--- config.mk ---
export PLATFORM = sky130hd
export DESIGN_NAME = hexparse
export DESIGN_NICKNAME = d
export VERILOG_FILES = /design/src/rtl/hexparse_pkg.sv /design/src/rtl/hexparse_hexnibble.sv /design/src/rtl/hexparse.sv
export SDC_FILE = /design/constraint.sdc
export NUM_CORES = 1
export LEC_CHECK = 0
export ABC_AREA = 1
export CAP_MARGIN = 10
export CORE_ASPECT_RATIO = 1.4
export CORE_MARGIN = 1
export CORE_UTILIZATION = 51
export DETAILED_ROUTE_END_ITERATION = 6
export PLACE_DENSITY = 0.84
export SKIP_CTS_REPAIR_TIMING = 1
export SYNTH_ARGS = -nofsm -noshare
export SYNTH_HDL_FRONTEND = slang
export SYNTH_SLANG_ARGS = --single-unit
--- constraint.sdc ---
create_clock -name in_clk -period 1.71 [get_ports in_clk]
set_input_delay 0.513 -clock in_clk [delete_from_list [all_inputs] [get_ports in_clk]]
set_output_delay 0.513 -clock in_clk [all_outputs]
set_load 0.005 [all_outputs]
--- src/rtl/hexparse_pkg.sv ---
// hexparse_pkg: shared state encoding and terminator characters for the hex parser.
package hexparse_pkg;
    typedef enum logic [1:0] {ST_IDLE, ST_ACCUM, ST_ERR, ST_EMIT} t_hexparse_state;
    localparam logic [7:0] CHAR_CR    = 8'h0d;
    localparam logic [7:0] CHAR_LF    = 8'h0a;
    localparam logic [7:0] CHAR_SPACE = 8'h20;
endpackage

--- src/rtl/hexparse_hexnibble.sv ---
// hexnibble: decodes one ASCII hex character (either case) into its nibble value.
module hexnibble #(
    parameter int CHAR_SIZE  = 8,
    parameter int DIGIT_SIZE = 4
) (
    input  logic [CHAR_SIZE-1:0]  in_char,
    output logic [DIGIT_SIZE-1:0] out_digit,
    output logic                  out_is_digit
);
    logic is_num, is_lo, is_up;
    logic [3:0] low;
    // full-width compares so any set upper bit rejects the char
    always_comb begin
        is_num       = in_char >= CHAR_SIZE'(8'h30) && in_char <= CHAR_SIZE'(8'h39);
        is_lo        = in_char >= CHAR_SIZE'(8'h61) && in_char <= CHAR_SIZE'(8'h66);
        is_up        = in_char >= CHAR_SIZE'(8'h41) && in_char <= CHAR_SIZE'(8'h46);
        low          = in_char[3:0];
        out_is_digit = is_num || is_lo || is_up;
        out_digit    = DIGIT_SIZE'(is_num ? low : low + 4'd9);
    end
endmodule

--- src/rtl/hexparse.sv ---
// hexparse: turns terminator-delimited ASCII hex tokens into binary values,
// strobing out_valid for good tokens and out_err for malformed or overlong ones.
module hexparse
    import hexparse_pkg::*;
#(
    parameter int NUM_CHARS  = 2,
    parameter int CHAR_SIZE  = 8,
    parameter int DIGIT_SIZE = 4
) (
    input  logic                             in_clk,
    input  logic                             in_rst,
    input  logic [CHAR_SIZE-1:0]             in_char,
    input  logic                             in_char_valid,
    output logic                             out_ready,
    output logic [DIGIT_SIZE*NUM_CHARS-1:0]  out_value,
    output logic                             out_valid,
    output logic                             out_err,
    output logic [$clog2(NUM_CHARS+1)-1:0]   out_digits
);
    localparam int VW = DIGIT_SIZE * NUM_CHARS;
    localparam int CW = $clog2(NUM_CHARS + 1);

    t_hexparse_state state, nxt;
    logic [VW-1:0] acc;
    logic [CW-1:0] cnt;
    logic [DIGIT_SIZE-1:0] nibble;
    logic is_digit, is_term, take, full;

    hexnibble #(.CHAR_SIZE(CHAR_SIZE), .DIGIT_SIZE(DIGIT_SIZE)) u_nib (
        .in_char     (in_char),
        .out_digit   (nibble),
        .out_is_digit(is_digit)
    );

    assign is_term = in_char == CHAR_SIZE'(CHAR_CR) || in_char == CHAR_SIZE'(CHAR_LF) ||
                     in_char == CHAR_SIZE'(CHAR_SPACE);
    assign take = in_char_valid && out_ready;
    assign full = cnt == CW'(NUM_CHARS);

    always_ff @(posedge in_clk or posedge in_rst) begin
        if (in_rst) state <= ST_IDLE;
        else        state <= nxt;
    end

    always_comb begin
        nxt = state;
        case (state)
            ST_IDLE:  if (take) nxt = is_digit ? ST_ACCUM : is_term ? ST_IDLE : ST_ERR;
            ST_ACCUM: if (take) nxt = is_term ? ST_EMIT : (is_digit && !full) ? ST_ACCUM : ST_ERR;
            ST_ERR:   if (take && is_term) nxt = ST_IDLE;
            default:  nxt = ST_IDLE;
        endcase
    end

    always_comb out_ready = state != ST_EMIT;

    // acc is only cleared on leaving ST_ERR/ST_EMIT; ST_IDLE always starts a token fresh
    always_ff @(posedge in_clk or posedge in_rst) begin
        if (in_rst) begin
            acc        <= '0;
            cnt        <= '0;
            out_value  <= '0;
            out_digits <= '0;
            out_valid  <= 1'b0;
            out_err    <= 1'b0;
        end else begin
            out_valid <= 1'b0;
            out_err   <= 1'b0;
            if (state == ST_EMIT) begin
                acc <= '0;
                cnt <= '0;
            end else if (take) begin
                if (state == ST_IDLE && is_digit) begin
                    acc <= VW'(nibble);
                    cnt <= CW'(1);
                end else if (state == ST_ACCUM && is_digit && !full) begin
                    acc <= (acc << DIGIT_SIZE) | VW'(nibble);
                    cnt <= cnt + CW'(1);
                end else if (state == ST_ACCUM && is_term) begin
                    out_value  <= acc;
                    out_digits <= cnt;
                    out_valid  <= 1'b1;
                end else if (state == ST_ERR && is_term) begin
                    out_err <= 1'b1;
                    acc     <= '0;
                    cnt     <= '0;
                end
            end
        end
    end
endmodule
==> results of run 1 <==
-- power by group through the flow --
stage | Sequential, mW | Combinational [mW] | Clock, mW
after global placement | 0.640 | 0.252 | 0
after global routing | 0.640 | 0.365 | 0.433
after floorplan | 0.635 | 0.169 | 0
final | 0.634 | 0.327 | 0.410
after CTS | 0.632 | 0.268 | 0.409
after detailed placement | 0.642 | 0.267 | 0
-- registers in the layout, indices dropped and copies added, names as in the netlist --
register / cells
acc: 8
out_value: 8
cnt: 2
out_digits: 2
state: 2
out_err: 1
out_valid: 1
-- worst register-to-register path, cell delays in order (launching register included) --
cell and delay (ns):
sky130_fd_sc_hd__dfrtp_1 0.43, sky130_fd_sc_hd__buf_4 0.13, sky130_fd_sc_hd__inv_1 0.06, sky130_fd_sc_hd__nor2_1 0.18, sky130_fd_sc_hd__nand4_1 0.15, sky130_fd_sc_hd__nor2_1 0.19, sky130_fd_sc_hd__inv_2 0.13, sky130_fd_sc_hd__nand2_1 0.08
sky130_fd_sc_hd__o21ai_1 0.07
-- cell usage after synthesis (all sizes together) --
master,instances
nand2,70
o211ai,1
dfrtp,24
buf,3
o2111ai,1
nand3b,3
a31oi,1
ha,5
a21oi,2
nand4,3
nor2,15
clkbuf,1
a21boi,1
xor2,3
inv,21
nand3,17
o21ai,4
-- per-layer routing --
| layer | track usage [%] | wire, um | vias to the layer above |
|---|---|---|---|
| met2 | 40.76 | 1622 | 44 |
| met5 | 0 | 0 | - |
| met4 | 12.88 | 127 | 0 |
| met3 | 1.734 | 114 | 13 |
| li1 | - | - | 635 |
| met1 | 21.08 | 1148 | 597 |
-- through the flow --
stage / cell area, um^2 / std cells / worst slack (ns) / hold slack, ns
2_1_floorplan: 1335 / 175 / 0.01705 / 0.4422
3_3_place_gp: 1680 / 241 / -0.5441 / 0.4524
3_5_place_dp: 1680 / 241 / -0.6601 / 0.4573
4_1_cts: 1733 / 245 / -0.3279 / 0.4881
5_1_grt: 1896 / 253 / -0.03489 / 0.5047
6_report: 1896 / 253 / 0.05600 / 0.4812
-- final cells by class --
cell class                 count  area (um^2)  area share [%]
sequential                    24        600.6           31.68
tap                           34        42.54           2.244
timing repair buffer          43        410.4           21.65
clock buffer                   3        22.52           1.188
multi-input combinational    127        710.7           37.49
clock inverter                 1        30.03           1.584
inverter                      21        78.83           4.158
-- worst paths after layout --
path	start	to	slack [ns]	cells past startpoint
setup / recovery	in_char[7]	acc[3]$_DFFE_PP0P_	0.06	9
hold / removal	out_value[6]$_DFFE_PP0P_	out_value[6]$_DFFE_PP0P_	0.48	2
setup reg to reg	state[0]$_DFFE_PP0P_	out_digits[0]$_DFFE_PP0P_	0.18	8
hold reg to reg	out_value[6]$_DFFE_PP0P_	out_value[6]$_DFFE_PP0P_	0.48	2
max in group asynchronous	in_rst	out_value[6]$_DFFE_PP0P_	0.95	3
min in group asynchronous	in_rst	acc[6]$_DFFE_PP0P_	0.52	3
-- logic make-up (layout without fill, tap and decap cells) --
family | count (synthesis) | in the layout | synth area share, %
adder cells (fa/ha/maj) | 5 | 5 | 4.686
buffers and inverters | 25 | 68 | 7.779
XOR/XNOR | 3 | 3 | 1.968
AND/OR/NAND/NOR | 108 | 109 | 35.24
AO/OA/AOI/OAI | 10 | 10 | 5.342
flip-flops | 24 | 24 | 44.99
==> Implementation_results.wiki, run 1 <==
{| class="wikitable"
! Metric !! Value
|-
| Total power || 1.371 mW
|-
| Clk root buf || sky130_fd_sc_hd__clkbuf_4
|-
| Relative max-transition margin || 75.52%
|-
| Initial DRC Count || 33
|-
| Final critical-path required period || 1.654 ns
|-
| Top cells by area, synth || sky130_fd_sc_hd__dfrtp_1 45%, sky130_fd_sc_hd__nand2_1 19%, sky130_fd_sc_hd__inv_1 5.9%
|-
| Part of the Yosys area used for sequential elements || 44.99%
|-
| Warning count from the yosys run || 0
|-
| Maximum number of pins on one net before global-route repair || 25
|-
| Fraction of synthesized cell area taken by the top area cell type || 44.99%
|-
| Clock network fraction of total power || 29.9%
|-
| Avg WL per Cell || 11.91 um
|-
| Result of the run || finished, final reports clean
|-
| LEAKAGE || 1.243 nW
|-
| Data required time at the worst endpoint || 1.93 ns
|-
| Number of H-tree levels || 1
|-
| Kind of cell adding the most delay to the critical path || simple AND/OR/NAND/NOR gates
|-
| Y dimension of the die || 62.54 um
|-
| Antenna violations before repair || 0
|-
| Power density over the cells || 723.4 nW/um^2
|-
| Number of buffers on the longest clock path || 2
|-
| Commonest non-fill, non-tap cell in the layout || sky130_fd_sc_hd__nand2_1
|-
| Total CTS buffers || 3
|-
| Maximum fanout along the worst path || 6
|-
| Final HPWL DP || 2136 um
|-
| Post-Route WL || 3013 um
|-
| Arrival time reported for the critical path endpoint || 1.87 ns
|-
| Wire length of the first global-routing pass || 4657 um
|-
| N_diodes || 0
|-
| Layout overhead on the synthesized area || 41.99%
|-
| Starting Density || 54.63%
|-
| Mean Syn Cell Area || 7.629 um^2
|-
| Boundary Pins || 24
|-
| Worst Setup Path Type || input pin to flop
|-
| Slew of the pin with the lowest slew margin || 0.3663 ns
|-
| Path category of the worst min-delay check || flop to flop
|-
| Longest individual stage delay on the worst path || 0.41 ns
|-
| Die span in x || 45.24 um
|-
| Clock tree from TritonCTS || yes
|-
| Finished Core Util || 77.57%
|-
| Total standard cell area after synthesis || 1335 um^2
|-
| Final clock skew || 0.01321 ns
|-
| Quantity of I/O buffers inserted on ports || 23
|-
| Worst path cell trace || clkdlybuf4s50_1 > inv_2 > nand3_2 > a21oi_4 > nand4_1 > nand3_4 > nand2_4 > nand2_2 > nand2_1
|-
| Overall global routing resource usage || 21.69%
|-
| Clk sink count || 24
|-
| Drt via density || 5.095
|-
| NumNets Final || 236
|-
| Startpoint class of the critical path || input pin
|-
| Count of final hold-check violations || 0
|-
| Sw Ratio || 28.83%
|-
| Unrepaired setup endpoints after global routing || yes
|-
| Flop pwr share || 46.2%
|-
| Highest-count cells in the layout ignoring fill and taps || 62 x sky130_fd_sc_hd__nand2_1, 24 x sky130_fd_sc_hd__dfrtp_1, 20 x sky130_fd_sc_hd__buf_4
|-
| Placeable core region || 2444 um^2
|-
| Total overflow reported by the global router || 0
|-
| Pins Over Slew Limit || 0
|-
| Peak VDD IR || 0.5307 mV
|-
| Slowest cell on crit path || sky130_fd_sc_hd__clkdlybuf4s50_1
|-
| Switching power total || 0.3954 mW
|-
| Fill cell count || 165
|-
| Total negative slack || 0 ns
|-
| Unique cell type count in the Yosys netlist || 23
|-
| Count of endpoints failing setup in the final report || 0
|-
| Router iterations before antenna repair || 4
|-
| Achievable Freq || 604.6 MHz
|-
| Routed via count || 1289
|-
| Later-pin clock latency in the skew report || 0.32 ns
|-
| Clock-pin slew on the worst setup and hold paths || 0.14 ns
|-
| Number of buffer and inverter stages on the critical path || 2
|-
| Cell-internal power || 0.9759 mW
|-
| Share of post-route cells with drive strength above 1 || 23.29%
|-
| Cell count after synthesis || 175
|-
| DIE AREA || 2829 um^2
|-
| Global placement routability congestion || 0.8819
|-
| Fraction of power consumed by combinational cells || 23.9%
|-
| Via count of the first global-routing pass || 1214
|-
| Critical Path Sink Type || flop
|-
| Post-Syn Nets || 191
|-
| Number of flip-flops and latches in the synthesized netlist || 24
|-
| Period utilization || 96.73%
|-
| DRC errors left || 0
|-
| Max-capacitance violation count || 0
|-
| Library cell with the largest summed area after synthesis || sky130_fd_sc_hd__dfrtp_1
|-
| Number of rows in the core area || 21
|-
| Number of nets with antenna violations after routing || 0
|}
(Power assumes the default switching activity.)
==> inputs of run 2 (changes only) <==
- HOLD_SLACK_MARGIN: not set -> 0.06
==> results of run 2 <==
The final DEF is identical to that of run 1; final timing and power are the same.
